## src/rtl/mm_sequencer_pkg.sv

```systemverilog
// +----------------------------------------------------------------------+
// | mm_sequencer_pkg : shared sizes, address widths and sequencer states  |
// | Revision: 1.0                                                         |
// +----------------------------------------------------------------------+
`default_nettype none

package mm_sequencer_pkg;

    localparam int MM_N_ROWS_A = 8;
    localparam int MM_N_COLS_A = 8;
    localparam int MM_N_COLS_B = 8;

    // Never narrower than one bit, so single-entry dimensions still get a port.
    function automatic int addr_w(input int n);
        return (n > 1) ? $clog2(n) : 1;
    endfunction

    localparam int MM_A_AW = addr_w(MM_N_ROWS_A * MM_N_COLS_A);
    localparam int MM_B_AW = addr_w(MM_N_COLS_A * MM_N_COLS_B);
    localparam int MM_C_AW = addr_w(MM_N_ROWS_A * MM_N_COLS_B);

    typedef enum logic [2:0] {
        IDLE  = 3'd0,
        READ  = 3'd1,
        DRAIN = 3'd2,
        WRITE = 3'd3,
        DONE  = 3'd4
    } mm_state_t;

endpackage

`default_nettype wire

```

## src/rtl/mm_sequencer_wrap.sv

```systemverilog
// +----------------------------------------------------------------------+
// | mm_wrap_counter : modulo-MAX counter flagging its final value         |
// | Revision: 1.0                                                         |
// +----------------------------------------------------------------------+
`default_nettype none

module mm_wrap_counter
    import mm_sequencer_pkg::*;
#(
    parameter int MAX = 8
) (
    input  logic clk,
    input  logic rst,
    input  logic i_inc,
    output logic o_at_max
);

    localparam int W = addr_w(MAX);

    logic [W-1:0] count_q;
    logic [W-1:0] count_d;

    assign o_at_max = (count_q == W'(MAX - 1));

    always_comb begin
        count_d = count_q;
        if (i_inc) begin
            count_d = o_at_max ? '0 : count_q + W'(1);
        end
    end

    always_ff @(posedge clk or posedge rst) begin
        if (rst) begin
            count_q <= '0;
        end else begin
            count_q <= count_d;
        end
    end

endmodule

`default_nettype wire

```

## src/rtl/mm_sequencer.sv

```systemverilog
// +----------------------------------------------------------------------+
// | mm_sequencer : walks C[i][j] row-major, issuing operand reads, MAC    |
// | strobes and result handshakes.  Revision: 1.0                         |
// +----------------------------------------------------------------------+
`default_nettype none

module mm_sequencer
    import mm_sequencer_pkg::*;
#(
    parameter int N_ROWS_A = MM_N_ROWS_A,
    parameter int N_COLS_A = MM_N_COLS_A,
    parameter int N_COLS_B = MM_N_COLS_B
) (
    input  logic                                      clk,
    input  logic                                      rst,
    input  logic                                      start,
    output logic                                      busy,
    output logic                                      done,
    output logic                                      a_rd_en,
    output logic [addr_w(N_ROWS_A*N_COLS_A)-1:0]      a_rd_addr,
    output logic                                      b_rd_en,
    output logic [addr_w(N_COLS_A*N_COLS_B)-1:0]      b_rd_addr,
    output logic                                      mac_en,
    output logic                                      mac_clear,
    output logic                                      res_valid,
    output logic [addr_w(N_ROWS_A*N_COLS_B)-1:0]      res_addr,
    input  logic                                      res_ready
);

    localparam int A_AW = addr_w(N_ROWS_A * N_COLS_A);
    localparam int B_AW = addr_w(N_COLS_A * N_COLS_B);
    localparam int C_AW = addr_w(N_ROWS_A * N_COLS_B);

    mm_state_t       state_q, state_d;
    logic            busy_q, busy_d;
    logic            done_q, done_d;
    logic            rd_en_q, rd_en_d;
    logic            mac_en_q, mac_en_d;
    logic            mac_clear_q, mac_clear_d;
    logic            res_valid_q, res_valid_d;
    logic [A_AW-1:0] a_addr_q, a_addr_d;
    logic [A_AW-1:0] row_base_q, row_base_d;
    logic [B_AW-1:0] b_addr_q, b_addr_d;
    logic [B_AW-1:0] b_base_q, b_base_d;
    logic [C_AW-1:0] res_addr_q, res_addr_d;

    logic k_inc, k_last;
    logic hs, j_last, i_inc, i_last;

    assign k_inc = (state_q == READ);
    assign hs    = (state_q == WRITE) && res_ready;
    assign i_inc = hs && j_last;

    mm_wrap_counter #(.MAX(N_COLS_A)) u_k_cnt (
        .clk      (clk),
        .rst      (rst),
        .i_inc    (k_inc),
        .o_at_max (k_last)
    );

    mm_wrap_counter #(.MAX(N_COLS_B)) u_j_cnt (
        .clk      (clk),
        .rst      (rst),
        .i_inc    (hs),
        .o_at_max (j_last)
    );

    mm_wrap_counter #(.MAX(N_ROWS_A)) u_i_cnt (
        .clk      (clk),
        .rst      (rst),
        .i_inc    (i_inc),
        .o_at_max (i_last)
    );

    always_comb begin
        state_d     = state_q;
        done_d      = done_q;
        rd_en_d     = rd_en_q;
        res_valid_d = res_valid_q;
        a_addr_d    = a_addr_q;
        row_base_d  = row_base_q;
        b_addr_d    = b_addr_q;
        b_base_d    = b_base_q;
        res_addr_d  = res_addr_q;
        mac_en_d    = rd_en_q;
        // The k=0 read is the only one whose A address equals the row base.
        mac_clear_d = rd_en_q && (a_addr_q == row_base_q);

        case (state_q)
            IDLE: begin
                if (start) begin
                    state_d = READ;
                    rd_en_d = 1'b1;
                end
            end
            READ: begin
                if (k_last) begin
                    state_d  = DRAIN;
                    rd_en_d  = 1'b0;
                    a_addr_d = row_base_q;
                    b_addr_d = b_base_q;
                end else begin
                    a_addr_d = a_addr_q + A_AW'(1);
                    b_addr_d = b_addr_q + B_AW'(N_COLS_B);
                end
            end
            DRAIN: begin
                state_d     = WRITE;
                res_valid_d = 1'b1;
            end
            WRITE: begin
                if (res_ready) begin
                    res_valid_d = 1'b0;
                    if (j_last && i_last) begin
                        state_d    = DONE;
                        done_d     = 1'b1;
                        res_addr_d = '0;
                        a_addr_d   = '0;
                        row_base_d = '0;
                        b_addr_d   = '0;
                        b_base_d   = '0;
                    end else begin
                        state_d    = READ;
                        rd_en_d    = 1'b1;
                        res_addr_d = res_addr_q + C_AW'(1);
                        if (j_last) begin
                            row_base_d = row_base_q + A_AW'(N_COLS_A);
                            a_addr_d   = row_base_q + A_AW'(N_COLS_A);
                            b_base_d   = '0;
                            b_addr_d   = '0;
                        end else begin
                            a_addr_d   = row_base_q;
                            b_base_d   = b_base_q + B_AW'(1);
                            b_addr_d   = b_base_q + B_AW'(1);
                        end
                    end
                end
            end
            DONE: begin
                state_d = IDLE;
                done_d  = 1'b0;
            end
            default: begin
                state_d = IDLE;
            end
        endcase

        busy_d = (state_d != IDLE);
    end

    always_ff @(posedge clk or posedge rst) begin
        if (rst) begin
            state_q     <= IDLE;
            busy_q      <= 1'b0;
            done_q      <= 1'b0;
            rd_en_q     <= 1'b0;
            mac_en_q    <= 1'b0;
            mac_clear_q <= 1'b0;
            res_valid_q <= 1'b0;
            a_addr_q    <= '0;
            row_base_q  <= '0;
            b_addr_q    <= '0;
            b_base_q    <= '0;
            res_addr_q  <= '0;
        end else begin
            state_q     <= state_d;
            busy_q      <= busy_d;
            done_q      <= done_d;
            rd_en_q     <= rd_en_d;
            mac_en_q    <= mac_en_d;
            mac_clear_q <= mac_clear_d;
            res_valid_q <= res_valid_d;
            a_addr_q    <= a_addr_d;
            row_base_q  <= row_base_d;
            b_addr_q    <= b_addr_d;
            b_base_q    <= b_base_d;
            res_addr_q  <= res_addr_d;
        end
    end

    assign busy      = busy_q;
    assign done      = done_q;
    assign a_rd_en   = rd_en_q;
    assign b_rd_en   = rd_en_q;
    assign a_rd_addr = a_addr_q;
    assign b_rd_addr = b_addr_q;
    assign mac_en    = mac_en_q;
    assign mac_clear = mac_clear_q;
    assign res_valid = res_valid_q;
    assign res_addr  = res_addr_q;

endmodule

`default_nettype wire

```

## config.mk

```make
export PLATFORM = sky130hd
export DESIGN_NAME = mm_sequencer
export DESIGN_NICKNAME = d
export VERILOG_FILES = /design/src/rtl/mm_sequencer_pkg.sv /design/src/rtl/mm_sequencer_wrap.sv /design/src/rtl/mm_sequencer.sv
export SDC_FILE = /design/constraint.sdc
export NUM_CORES = 1
export LEC_CHECK = 0
export ABC_CLOCK_PERIOD_IN_PS = 2500
export CAP_MARGIN = 40
export CELL_PAD_IN_SITES_DETAIL_PLACEMENT = 2
export CELL_PAD_IN_SITES_GLOBAL_PLACEMENT = 2
export CORE_ASPECT_RATIO = 0.9
export CORE_MARGIN = 4
export CORE_UTILIZATION = 30
export CTS_CLUSTER_SIZE = 40
export DETAILED_ROUTE_END_ITERATION = 16
export PLACE_DENSITY = 0.74
export SLEW_MARGIN = 20
export SYNTH_ARGS = -nofsm -noshare
export SYNTH_HDL_FRONTEND = slang
export SYNTH_HIERARCHICAL = 1
export SYNTH_SLANG_ARGS = --single-unit
```

## constraint.sdc

```tcl
create_clock -name clk -period 2.5 [get_ports clk]
set_clock_uncertainty 0.1 [all_clocks]
set_input_delay 0.25 -clock clk [delete_from_list [all_inputs] [get_ports clk]]
set_output_delay 0.25 -clock clk [all_outputs]
set_load 0.02 [all_outputs]
```

==> impl_metrics.json, run 1 <==
{
  "worstMarginPinSlew_ns": 0.539,
  "cp_max_fo": 11,
  "syn_area_um2": 2610,
  "grt_pass1_wl_mm": 11.9,
  "outcome": "finished clean",
  "use_met1_pct": 18.3,
  "route.vias.total": 2119,
  "leakage_nw": 1.36,
  "synth_compound_area_share_pct": 15.2,
  "setup_viol": 0,
  "ant_nets": 0,
  "crit_top_cell": "ha_1",
  "finalCritPeriodShare_pct": 87.7,
  "synth_flop_cell": "dfrtp_1",
  "yosysWarnings": 6,
  "grt_pass1_vias": 2365,
  "yosysUniqueCellTypes": 54,
  "rows": 31,
  "drive_above_1_share_pct": 11.5,
  "path_clk_slew_ns": 0.10,
  "fin_nets": 310,
  "regArea_um2": 1200,
  "numCtsBuffers": 5,
  "globalplace.congestion": 0.718,
  "layout_common_cells": "48 x dfrtp_1, 28 x clkdlybuf4s50_1, 22 x nand2_1",
  "cts_resized": 0,
  "wirelength_mm": 7.02,
  "fill_cells": 908,
  "wire_per_inst_um": 17.1,
  "synth_fa_ha_area_share_pct": 5.28,
  "setup_tns_ns": 0,
  "p_switching_mw": 1.51,
  "die_x_um": 106,
  "seq_area_frac_synth_pct": 46.0,
  "hold_violations": 0,
  "antenna_found_initial": 0,
  "holdBufCountCts": 0,
  "slew_headroom_pct": 64.1,
  "cp_cell_sequence": "ha_1 -> ha_1 -> and2_0 -> o21ai_0 -> nand3_1 -> a32o_1",
  "period_needed_ns": 2.19,
  "p_seq_share_pct": 37.4,
  "synth_nets": 281,
  "critPathLaunchType": "flop",
  "intPower_mw": 2.14,
  "rsz0062_at_grt": "no",
  "syn_avg_cell_area_um2": 9.81,
  "top_usage_layer": "met2",
  "die_area_um2": 10300,
  "diodes": 0,
  "viasPerCell": 5.16,
  "drv_cap": 0,
  "path_delay_family": "adder cells",
  "required_ns": 2.61,
  "final_core_util_pct": 37.6,
  "ys_ff_latch": 48,
  "die_y_um": 96.5,
  "drtIter0Drc": 49,
  "synth_enable_flop_cells": 0,
  "core_area_um2": 8260,
  "max_freq_ghz": 0.456,
  "slew_violations": 0,
  "grt_max_degree": 40,
  "end_kind": "flop",
  "clock-root-buffer": "clkbuf_8",
  "path_buf_inv": 0,
  "clk_path_buf_depth": 2,
  "path_class": "reg -> reg",
  "swShare_pct": 41.4,
  "combPwrFrac_pct": 46.8,
  "clock_latency_ns": 0.31,
  "clkPwrFrac_pct": 15.8,
  "cts_setup_buffers": 0,
  "mostFrequentLayoutCell": "dfrtp_1",
  "pre_cts_ws_ns": 0.333,
  "start_util_pct": 31.6,
  "ir_drop_mv": 0.424,
  "drc_errors": 0,
  "grt_overflow_total": 0,
  "synth_top_family_by_area": "simple AND/OR/NAND/NOR gates",
  "area_delta_synth_final_pct": 19.1,
  "fin_hold_ws_ns": 0.113,
  "async_reset_ff_share_pct": 100,
  "critical_path.max_stage_delay_ns": 0.41,
  "setup_slack_ns": 0.307,
  "synth_xor_area_share_pct": 3.36,
  "yosys.area_share.simple_pct": 17.7,
  "powerDensity_nw_per_um2": 1170,
  "h-tree-depth": 2,
  "crit_slowest_cell": "dfrtp_1",
  "port_buffers": 28,
  "muxShareOfSynthArea_pct": 6.38,
  "io_pins": 29,
  "min_path_type": "in -> async",
  "multi_input_area_um2": 1250,
  "dr.pass1.iters": 4,
  "crit_arrival_ns": 2.30,
  "netlist_instances": 266,
  "gr-usage-met3_pct": 2.46,
  "groute.usage.overall_pct": 14.8,
  "met2_usage_pct": 27.0,
  "cts_tree": "done",
  "cts_sinks": 48,
  "hpwlAfterDp_mm": 5.20
}
-- Yosys cell counts, types with 3 or more instances --
| cell | n | share of area [%] |
|---|---|---|
| dfrtp_1 | 48 | 46 |
| nand2_1 | 22 | 3.2 |
| o21ai_0 | 20 | 3.8 |
| nand3_1 | 17 | 3.3 |
| inv_1 | 12 | 1.7 |
| ha_1 | 11 | 5.3 |
| nor2_1 | 11 | 1.6 |
| mux2_2 | 10 | 4.3 |
| o21ai_1 | 10 | 1.9 |
| a21oi_1 | 9 | 1.7 |
| nor3_1 | 9 | 1.7 |
| xnor2_1 | 6 | 2.0 |
| buf_2 | 5 | 0.96 |
| and3_1 | 4 | 0.96 |
| buf_6 | 4 | 1.7 |
| nor2b_1 | 4 | 0.96 |
| o31ai_1 | 4 | 1.2 |
| xor2_1 | 4 | 1.3 |
| a21o_1 | 3 | 0.86 |
| a31oi_1 | 3 | 0.72 |
| clkbuf_1 | 3 | 0.43 |
| inv_2 | 3 | 0.43 |
| mux2_1 | 3 | 1.3 |
| nand2b_1 | 3 | 0.72 |
| or3_1 | 3 | 0.72 |
-- worst register-to-register path: stages (launching register included) --
cell     delay, ns
dfrtp_1       0.41
ha_1          0.22
ha_1          0.37
and2_0        0.33
o21ai_0       0.32
nand3_1       0.14
a32o_1        0.22
-- final timing paths --
check / start / endpoint / slack (ns) / depth (start not counted)
setup / recovery: u_j_cnt/count_q[0] / a_rd_en / 0.31 / 6
hold / removal: rst / u_i_cnt/count_q[1] / 0.11 / 2
setup reg to reg: u_j_cnt/count_q[0] / a_rd_en / 0.31 / 6
hold reg to reg: res_addr[5] / res_addr[5] / 0.40 / 1
max in group asynchronous: rst / res_addr[2] / 1.53 / 3
min in group clk: res_addr[5] / res_addr[5] / 0.40 / 1
-- state kept, by name, indices dropped and copies added (netlist names), 3 cells and up --
name,flops
u_k_cnt/count_q,3
u_j_cnt/count_q,3
state_q,3
res_addr,6
row_base_q,6
b_rd_addr,6
b_base_q,6
u_i_cnt/count_q,3
a_rd_addr,6
-- logic make-up after synthesis --
family / count (synthesis)
flip-flops: 48
AND/OR/NAND/NOR: 88
multiplexers: 15
adder cells (fa/ha/maj): 11
buffers and inverters: 30
AO/OA/AOI/OAI: 64
XOR/XNOR: 10
-- routing by layer --
layer	wire [um]	vias up
met5	0	-
met4	57	0
met3	147	5
met2	3500	26
met1	3320	1084
li1	-	1004
-- metrics by stage --
step	instance area, um^2	power, mW	std cells
floorplan	2610	2.47	266
global placement	3000	3.02	403
detailed placement	3000	3.11	403
CTS	3110	3.70	411
global route	3110	3.94	411
finish	3110	3.64	411
-- layout make-up --
type / instances / share of cell area, %
multi-input combinational: 188 / 40.3
sequential: 48 / 38.6
timing repair buffer: 37 / 11.2
tap: 115 / 4.63
clock buffer: 6 / 2.33
inverter: 15 / 1.81
clock inverter: 2 / 1.13
-- power groups by stage --
stage	logic (mW)	registers [mW]	clock network, mW
3_5_place_dp	1.73	1.39	0
3_3_place_gp	1.65	1.37	0
2_1_floorplan	1.04	1.43	0
4_1_cts	1.74	1.37	0.594
5_1_grt	1.89	1.42	0.636
6_report	1.71	1.36	0.575
(Power assumes the default switching activity.)
==> inputs of run 2 (changes only) <==
- ABC_AREA: default -> 1
- ABC_CLOCK_PERIOD_IN_PS: 2500 -> 2260
- HOLD_SLACK_MARGIN: default -> 0.02
- PLACE_DENSITY: 0.74 -> 0.79
- clock period: 2.5 -> 2.26 ns (I/O delays scaled with it)
==> run 2 against run 1 <==
Against the previous run:
- final cell count increased by 21%
- critical path depth up 1
- critical endpoint is now res_addr[3]
- critical path type unchanged
- largest cell class unchanged
- largest power group unchanged
- synthesized cell count up 30%
==> impl_metrics.json, run 2 <==
{
  "outcome": "finished clean",
  "path_class": "reg -> reg",
  "grt_max_degree": 23,
  "grt_pass1_vias": 2642,
  "rr_worst_depth": 7,
  "yosysMostFrequentCell": "nand2_1",
  "groute.usage.overall_pct": 15.3,
  "yosysUniqueCellTypes": 34,
  "hold_violations": 0,
  "end_kind": "flop",
  "required_ns": 2.38,
  "total_power_mw": 4.31,
  "area_delta_synth_final_pct": 18.6,
  "yosysWarnings": 6,
  "route.vias.total": 2375,
  "final_core_util_pct": 36.8,
  "die_y_um": 97.8,
  "cp_max_fo": 10,
  "leakage_nw": 1.58,
  "io_pins": 29,
  "cts_sinks": 48,
  "crit_arrival_ns": 2.02,
  "drc_errors": 0,
  "pre_cts_ws_ns": 0.335,
  "setup_slack_ns": 0.357,
  "rsz0062_at_grt": "no",
  "async_reset_ff_share_pct": 100,
  "synth_area_leaders": "dfrtp_1 45%, nand2_1 16%, ha_1 5.1%, inv_1 5.0%, nand3_1 4.8%",
  "powerDensity_nw_per_um2": 1350,
  "die_area_um2": 10500,
  "synth_nets": 361,
  "holdBufCountCts": 0,
  "worstMarginPinSlew_ns": 0.396,
  "antenna_found_initial": 0,
  "viasPerCell": 4.76,
  "mostFrequentLayoutCell": "nand2_1",
  "period_needed_ns": 1.90,
  "wirelength_mm": 7.71,
  "setup_viol": 0,
  "clock_latency_ns": 0.31,
  "drive_above_1_share_pct": 10.0,
  "netlist_instances": 346,
  "die_x_um": 108,
  "post-synth-top-area-cell": "dfrtp_1",
  "seq_area_frac_synth_pct": 44.7,
  "setup_tns_ns": 0,
  "critPathLaunchType": "flop",
  "rows": 32,
  "ir_drop_mv": 0.405,
  "globalplace.congestion": 0.753,
  "cts_resized": 0,
  "synth_enable_flop_cells": 0,
  "syn_avg_cell_area_um2": 7.77,
  "finalCritPeriodShare_pct": 84.2,
  "slew_headroom_pct": 73.5,
  "clk_path_buf_depth": 2,
  "core_area_um2": 8650,
  "numCtsBuffers": 5,
  "drv_cap": 0,
  "dr.pass1.iters": 4,
  "grt_pass1_wl_mm": 13.0,
  "port_buffers": 28,
  "synth_flop_cell": "dfrtp_1",
  "cts_setup_buffers": 0,
  "wire_per_inst_um": 15.4,
  "layout_common_cells": "111 x nand2_1, 48 x dfrtp_1, 36 x inv_1",
  "fin_nets": 394,
  "max_freq_ghz": 0.526,
  "path_clk_slew_ns": 0.10,
  "cts_tree": "done",
  "synth_top_area_share_pct": 44.7,
  "grt_overflow_total": 0,
  "clock-root-buffer": "clkbuf_8",
  "ys_ff_latch": 48,
  "h-tree-depth": 2,
  "hpwlAfterDp_mm": 5.93,
  "drtIter0Drc": 44,
  "syn_area_um2": 2690,
  "ant_nets": 0,
  "synth_common_cells": "111 x nand2_1, 48 x dfrtp_1, 36 x inv_1",
  "min_path_type": "in -> async",
  "diodes": 0,
  "start_util_pct": 31.1,
  "slew_violations": 0
}
-- run 2: kinds of logic (layout without fill, tap and decap cells) --
kind of cell             count (synthesis)  count (layout)  share of synthesized area [%]
XOR/XNOR                                 4               4                           1.30
flip-flops                              48              48                           44.7
adder cells (fa/ha/maj)                 11              11                           5.12
AO/OA/AOI/OAI                           40              40                           8.71
multiplexers                             1               1                          0.372
buffers and inverters                   52              86                           8.80
AND/OR/NAND/NOR                        190             190                           31.0
-- run 2: layer usage --
| metal | routed length, um | global-route usage (%) | vias up |
|---|---|---|---|
| met5 | 0 | 0 | - |
| met4 | 80 | 3.79 | 0 |
| met3 | 190 | 2.51 | 8 |
| met2 | 3670 | 25.4 | 28 |
| met1 | 3760 | 20.8 | 1170 |
| li1 | - | - | 1169 |
-- run 2: worst max-delay path, stage by stage (launching register included) --
cell     delay, ns
dfrtp_1       0.38
ha_1          0.16
ha_1          0.35
nand2_2       0.22
nor3_4        0.37
inv_1         0.11
nand2_1       0.08
nor2_1        0.04
-- run 2: final cells by class --
type                    count  area [um^2]
fillers                  1040         5460
multi-input cells         246         1250
well taps                 119          149
repair buffers             35          333
inverters                  43          161
clock buffers               5         68.8
clock inverters             3         23.8
flip-flops and latches     48         1200
-- run 2: worst paths after layout --
path / slack, ns / to / start
max: 0.36 / res_addr[3] / u_j_cnt/count_q[0]
min: 0.05 / u_k_cnt/count_q[0] / rst
max reg2reg: 0.36 / res_addr[3] / u_j_cnt/count_q[0]
min reg2reg: 0.38 / mac_en / a_rd_en
max in group asynchronous: 1.57 / row_base_q[5] / rst
min in group clk: 0.38 / mac_en / a_rd_en
-- run 2: stage by stage --
| step | hold WS (ns) | cell area (um^2) | instances |
|---|---|---|---|
| after floorplan | -0.120 | 2690 | 346 |
| after CTS | 0.0579 | 3190 | 499 |
| final | 0.0516 | 3190 | 499 |
| after global placement | 0.347 | 3090 | 491 |
| after global routing | 0.0727 | 3190 | 499 |
| after detailed placement | 0.366 | 3090 | 491 |
-- run 2: power by group --
group	total [mW]	internal, mW	switching, mW	leakage, nW
registers	1.53	1.16	0.364	0.597
clock network	0.552	0.220	0.332	0.0404
logic	2.23	0.903	1.33	0.942
total	4.31	2.29	2.03	1.58
==> inputs of run 3 (changes only) <==
- ABC_CLOCK_PERIOD_IN_PS: 2260 -> 1620
- PLACE_DENSITY: 0.79 -> 0.82
- clock period: 2.26 -> 1.62 ns (I/O delays scaled with it)
==> run 3 against run 2 <==
Against the previous run:
- the run now ends with setup timing left
- worst setup slack got worse by 0.43 ns
- sequential cell count did not move
- via count rose by 13%
- critical endpoint is now busy
- final cell count rose by 5.6%
- largest cell class unchanged
- die area did not move
==> impl_metrics.json, run 3 (synthesized netlist as in run 2, its figures left out) <==
{
  "viasPerCell": 5.09,
  "numCtsBuffers": 5,
  "crit_arrival_ns": 1.80,
  "grt_max_degree": 40,
  "fin_nets": 422,
  "clock_latency_ns": 0.32,
  "diodes": 0,
  "slew_violations": 0,
  "holdBufCountCts": 0,
  "dpl.cell_count": 508,
  "globalplace.congestion": 0.760,
  "area_delta_synth_final_pct": 36.0,
  "port_buffers": 28,
  "wire_per_inst_um": 20.4,
  "clock-root-buffer": "clkbuf_8",
  "fin_hold_ws_ns": 0.0336,
  "instances_no_fill": 527,
  "cp_max_fo": 6,
  "rsz0062_at_grt": "yes",
  "path_delay_family": "simple AND/OR/NAND/NOR gates",
  "critPathLaunchType": "flop",
  "fill_cells": 991,
  "path_class": "reg -> reg",
  "start_util_pct": 31.1,
  "failed_checks": "setup timing",
  "drive_above_1_share_pct": 26.5,
  "drv_cap": 0,
  "r2r_start": "u_j_cnt/count_q[0]",
  "end_kind": "flop",
  "setup_slack_ns": -0.0733,
  "mostFrequentLayoutCell": "nand2_1",
  "setup_viol": 3,
  "leakage_nw": 1.86,
  "slew_headroom_pct": 78.6,
  "finalCritPeriodShare_pct": 105,
  "wirelength_mm": 10.8,
  "total_power_mw": 7.09,
  "layout_common_cells": "105 x nand2_1, 46 x dfrtp_1, 31 x inv_1",
  "cp_cell_sequence": "ha_4 -> ha_4 -> nand2_4 -> buf_6 -> o21ai_2 -> nand3_1 -> nor2_1 -> nand2_1",
  "cts_sinks": 48,
  "path_clk_slew_ns": 0.10,
  "critical_path.max_stage_delay_ns": 0.42,
  "route.vias.total": 2682,
  "required_ns": 1.73,
  "die_y_um": 97.8,
  "hold_violations": 0,
  "max_freq_ghz": 0.591,
  "ir_drop_mv": 0.594,
  "crit_slowest_cell": "dfrtp_1",
  "powerDensity_nw_per_um2": 1940,
  "period_needed_ns": 1.69,
  "drtIter0Drc": 105,
  "ant_nets": 0,
  "clk_path_buf_depth": 2,
  "path_buf_inv": 1,
  "outcome": "complete, but fails checks",
  "grt_overflow_total": 0,
  "hpwlAfterDp_mm": 6.42,
  "grt_pass1_wl_mm": 16.3,
  "groute.usage.overall_pct": 19.8,
  "core_area_um2": 8650,
  "die_x_um": 108,
  "cts_tree": "done",
  "worstMarginPinSlew_ns": 0.321,
  "crit_start": "u_j_cnt/count_q[0]",
  "antenna_found_initial": 0,
  "grt_pass1_vias": 2983,
  "io_pins": 29,
  "min_path_type": "in -> async",
  "dr.pass1.iters": 4,
  "drc_errors": 0,
  "rows": 32,
  "die_area_um2": 10500,
  "h-tree-depth": 2,
  "crit_top_cell": "ha_4"
}
## run 3: cell count changes in the layout (fill, tap and decap cells not counted), sizes merged
cell / change
buf: +28
dlymetal6s2s: +6
bufinv: +1
dlygate4sd2: +12
clkbuf: +1
clkdlybuf4s50: -18
inv: -1
clkinv: -1
## run 3: power by group
part           switching (mW)  internal (mW)
Clock                   0.459          0.460
Sequential              0.512           1.63
Combinational            2.41           1.62
Total                    3.38           3.71
## run 3: area by class of cell
cell class              instances  area, um^2  area share (%)
clock inverters                 2        35.0           0.959
well taps                     119         149            4.07
multi-input cells             246        1450            39.6
inverters                      43         169            4.62
flip-flops and latches         48        1200            32.9
repair buffers                 63         579            15.9
clock buffers                   6        72.6            1.99
## run 3: worst register-to-register path: stages (launching register included)
cell and delay, ns:
dfrtp_1 0.42, ha_4 0.17, ha_4 0.20, nand2_4 0.10
buf_6 0.13, o21ai_2 0.11, nand3_1 0.11, nor2_1 0.15
nand2_1 0.08
## run 3: per-layer routing
metal,vias up,GRT usage (%),wire (um)
met5,-,0,0
met3,15,3.70,275
met4,0,4.27,187
met1,1394,24.6,4810
met2,44,35.7,5480
li1,1229,-,-
## run 3: per-stage QoR
step           worst slack [ns]   TNS (ns)  util, %  cell area, um^2
2_1_floorplan           0.00679          0        -             2700
3_3_place_gp            -0.0315    -0.0617     37.5             3240
3_5_place_dp             -0.116     -0.477     37.5             3240
4_1_cts               -0.000856  -0.000856     40.0             3460
5_1_grt                  -0.119      -1.00     42.3             3650
6_report                -0.0733     -0.136     42.3             3650
## run 3: final timing paths
check / depth (start not counted) / slack [ns] / endpoint
setup / recovery: 8 / -0.07 / busy
hold / removal: 2 / 0.03 / u_i_cnt/count_q[1]
setup reg to reg: 8 / -0.07 / busy
hold reg to reg: 0 / 0.39 / mac_en
max in group asynchronous: 3 / 0.96 / res_addr[0]
min in group clk: 0 / 0.39 / mac_en
## run 3: what timing repair did
action	CTS	global route
hold endpoints to repair	0	0
gates resized for setup	36	46
pin swaps	8	12
endpoints found under the setup margin	34	34
buffers inserted	6	5
==> patch 1: new RTL, flow settings as in run 3 <==
The package constant `MM_N_COLS_A` goes from 8 to 4.
--- a/src/rtl/mm_sequencer_pkg.sv
+++ b/src/rtl/mm_sequencer_pkg.sv
@@ -9,3 +9,3 @@
     localparam int MM_N_ROWS_A = 8;
-    localparam int MM_N_COLS_A = 8;
+    localparam int MM_N_COLS_A = 4;
     localparam int MM_N_COLS_B = 8;
Interface: changed (resized a_rd_addr and b_rd_addr); port bits go from 29 to 27. No check against the original RTL was run, so the function may have changed too.
==> patch 1 against run 3 <==
- area after synthesis shrank 11%
- critical endpoint is now a_rd_addr[2]
- routed wire length shrank 32%
- critical path type unchanged
- setup slack gained 0.097 ns
- die area shrank 10%
- sequential power shrank 15%
- sequential cell count shrank 5
- total power shrank 24%
- cell area shrank 15%
==> patch 1: results (changes against run 3) <==
- The leakage power is 1.61 nW (-13%).
- The stage delay of the slowest cell on the critical path was 0.40 ns (-0.02 ns).
* Drt total wl: 7.33 mm (-32%)
- The relative max-transition margin was 77.3% (-1.4 points).
- Total global routing track utilization: 16.5% (-3.3 points)
- The reg2reg setup slack was 0.02 ns (+0.10 ns).
* Run status: finished clean
- Met3 track demand over resource: 2.71% (-0.99 points)
- The DRC violation total after the first TritonRoute iteration is 38 (-64%).
- The number of distinct library cells after synthesis is 27 (-21%).
- Average vias per placed instance: 4.93 (-3.1%)
- The data-path buffer share of cell area in the final layout was 13.5% (-2.4 points).
- Share of cells above drive strength 1: 21.5% (-5.0 points)
- Power per standard cell area: 1740 nW/um^2 (-10%)
* Power share of the clock group: 16.6% (+3.6 points)
- The number of fillers in the final layout is 884 (-11%).
* Area share of xor/xnor cells in the synthesized design: 1.10% (-0.21 points)
* Synthesized-area fraction occupied by ao, oa, aoi and oai cells: 9.50% (+0.80 points)
- Non-clock buffer count: 46 (-27%)
* Arrival @ worst endpoint: 1.68 ns (-0.12 ns)
- Port Buffers: 26 (-7.1%)
- Met2 usage in global routing: 29.0% (-6.7 points)
- The combinational cell power was 2.70 mW (-33%).
- Placed wire-length estimate after detailed placement: 5.35 mm (-17%)
- Sum of met3 wire segment lengths after detailed routing: 142 microns (-48%)
- The depth of the worst register-to-register path was 7 (-1).
patch 1: changes by cell type in the layout (fill, tap and decap cells not counted), moves of 3 or more:
cell,change
sky130_fd_sc_hd__dfrtp_1,-5
sky130_fd_sc_hd__o21ai_0,+3
sky130_fd_sc_hd__buf_6,-3
sky130_fd_sc_hd__dlymetal6s2s_1,-3
sky130_fd_sc_hd__nand2_2,+4
sky130_fd_sc_hd__buf_4,-12
sky130_fd_sc_hd__inv_1,-3
sky130_fd_sc_hd__nand2_1,-7
sky130_fd_sc_hd__nor2_1,-6
sky130_fd_sc_hd__nor2_2,-4
sky130_fd_sc_hd__a21oi_2,-3
sky130_fd_sc_hd__clkdlybuf4s50_1,+3
sky130_fd_sc_hd__o21ai_2,-3
patch 1: through the flow:
step	setup WS, ns	total power, mW	utilization, %
after floorplan	0.0589	3.39	-
after global placement	-0.0405	4.33	37.0
after detailed placement	-0.0768	4.47	37.0
after CTS	0.00329	5.37	39.2
after global routing	-0.0564	5.89	40.7
final	0.0235	5.41	40.7
==> patch 2: new RTL, settings of run 3 <==
Without the edit above. Reset style: synchronous (`rst`), changed in 2 clocked blocks.
--- a/src/rtl/mm_sequencer_wrap.sv
+++ b/src/rtl/mm_sequencer_wrap.sv
@@ -31,3 +31,3 @@
 
-    always_ff @(posedge clk or posedge rst) begin
+    always_ff @(posedge clk) begin
         if (rst) begin
--- a/src/rtl/mm_sequencer.sv
+++ b/src/rtl/mm_sequencer.sv
@@ -150,3 +150,3 @@
 
-    always_ff @(posedge clk or posedge rst) begin
+    always_ff @(posedge clk) begin
         if (rst) begin
Formal check against the unedited RTL: differs if rst is asserted again (counterexample within 4 cycles, from zero or initial values and one cycle with rst high); with rst held inactive, the same outputs for 10 cycles.
==> patch 2 against run 3 <==
- cell area is 5.5% lower
- core utilization is 0.28 points lower
- final cell count is 2.8% higher
- setup slack better by 0.074 ns
- area after synthesis is 4.0% lower
- count of clock-buffer cells in the layout stayed put
- sequential cell count stayed put
- worst hold slack better by 0.35 ns
- routed wire length is 12% lower
- highest routed layer unchanged
Power is not compared: it rests on default switching activity, and its combinational part moved more than twofold at a synthesized area within 25%.
==> patch 2: results (changes against run 3) <==
* Run status: finished clean
- The number of distinct library cells after synthesis was 35 (+2.9%).
- Antenna violations before repair: 0 (unchanged)
- Highest fanout seen on the critical path: 4 (-2)
- The post-synthesis async set-or-reset flop share came to 0% (-100 points).
- Destination of the critical timing path: a_rd_en
- Share of cells above drive strength 1: 20.4% (-6.1 points)
- The DRC violation total after the first TritonRoute iteration was 47 (-55%).
- The total global routing track utilization was 18.0% (-1.8 points).
* Worst hold-check path type: flip-flop to flip-flop
* Met2 WL post-DR: 4.97 mm (-9.2%)
- The count of placed standard cells in the final layout, fillers left out was 542 (+2.8%).
- By area the synthesized netlist is led by sky130_fd_sc_hd__dfxtp_1 (37%), sky130_fd_sc_hd__nand2_1 (12%), sky130_fd_sc_hd__inv_1 (7.0%), sky130_fd_sc_hd__nor2_1 (6.0%), sky130_fd_sc_hd__ha_1 (5.3%).
- Synth cell count leaders: sky130_fd_sc_hd__nand2_1 (82), sky130_fd_sc_hd__dfxtp_1 (48), sky130_fd_sc_hd__inv_1 (48)
- H-tree depth reported by CTS: 2 (unchanged)
* Path depth of the worst reg2reg path: 8 (unchanged)
* Nets@finish: 441 (+4.5%)
- The global-route track usage on met2 was 35.2% (-0.42 points).
- Length of routed wiring on met1: 4.11 mm (-15%)
* WHS Endpoint: done
- Avg WL per Cell: 17.5 microns (-14%)
* Longest Clk Path Bufs: 2 (unchanged)
- Sum of met3 wire segment lengths after detailed routing: 213 microns (-23%)
* Met3 track demand over resource: 2.41% (-1.3 points)
* Slack of the worst reg-to-reg path: 0.0007 ns (+0.07 ns)
- Worst-Skew Late Latency: 0.31 ns
* Critical Path Slowest Stage Cell: sky130_fd_sc_hd__dfxtp_2
* Post-placement cell count: 532 (+4.7%)
- Highest ir drop seen on vdd: 0.000430 V
* Mean post-synth cell area: 7.01 sq um (-9.7%)
- The met1 global-route usage was 20.8% (-3.8 points).
* Vias in the first global route: 3014 (+1.0%)
- Warnings from Yosys: 6 (unchanged)
* Headroom to the max-slew limit: 77.6% (-1.0 points)
- The number of gates resized after CTS came to 14 (-61%).
- The half-perimeter wire length after detailed placement was 6.62 mm (+3.0%).
* Primary flip-flop cell chosen by synthesis mapping: sky130_fd_sc_hd__dfxtp_1
- The via count is 2730 (+1.8%).
- Port Buffers: 28 (unchanged)
- The data arrival time of the critical path was 1.74 ns (-0.06 ns).
- The sequential area share after synthesis was 37.2% (-7.5 points).
- Synth Net Count: 383 (+6.1%)
- The detailed-router iteration count before antenna repair was 5 (+1).
- The largest net degree at the start of global routing was 18 (-55%).
- In this run the critical register-to-register path is launched from u_j_cnt/count_q[0].
- Final Wtd Congestion: 0.820 (+7.9%)
- Highest cell delay on the worst timing path: 0.33 ns (-0.09 ns)
- For the clock group, total power comes out at 0.908 mW.
- The wire length of the first global-routing pass is 14.7 mm (-10%).
* Number of setup buffers added after CTS: 0 (-6)
- Static leakage: 1.57 nW
-- patch 2: changes by cell type in the layout (fill, tap and decap cells not counted), moves of 8 or more --
cell and change:
sky130_fd_sc_hd__inv_1 +15, sky130_fd_sc_hd__nand2_1 -29, sky130_fd_sc_hd__o21ai_2 -8, sky130_fd_sc_hd__dfxtp_1 +44
sky130_fd_sc_hd__o21ai_0 +12, sky130_fd_sc_hd__nor2_1 +17, sky130_fd_sc_hd__a21oi_1 +16, sky130_fd_sc_hd__dfrtp_1 -46
-- patch 2: critical path, delay by kind of cell (launching register included) --
kind	cells	cell delay, ns
and+or+nand+nor	3	0.30
DFF	1	0.33
buffers and inverters	2	0.21
adders and majority gates	2	0.38
AOI/OAI and AO/OA	1	0.21
-- patch 2: through the flow --
step / utilization, % / setup slack [ns] / hold WS [ns] / total power [mW] / area [sq um]
4_1_cts: 40.4 / 0.00441 / 0.379 / 2.58 / 3320
6_report: 42.0 / 0.000706 / 0.381 / 2.58 / 3450
5_1_grt: 42.0 / -0.0803 / 0.415 / 2.70 / 3450
3_3_place_gp: 39.0 / -0.150 / 0.361 / 1.67 / 3210
3_5_place_dp: 39.0 / -0.0952 / 0.356 / 1.68 / 3210
2_1_floorplan: - / 0.0439 / 0.143 / 1.50 / 2580
-- patch 2: cell type report --
type                            instances  area, sq um
Sequential cell                        48          966
Inverter                               55          211
Clock buffer                            6         72.6
Fill cell                             983         4770
Clock inverter                          2         35.0
Multi-Input combinational cell        256         1450
Tap cell                              115          144
Timing Repair Buffer                   60          571
-- patch 2: cells by family after synthesis --
group	count (synthesis)	synth area share, %
AND/OR/NAND/NOR	170	30.0
AO/OA/AOI/OAI	71	15.6
buffers and inverters	64	10.5
flip-flops	48	37.2
adder cells (fa/ha/maj)	11	5.33
XOR/XNOR	4	1.36
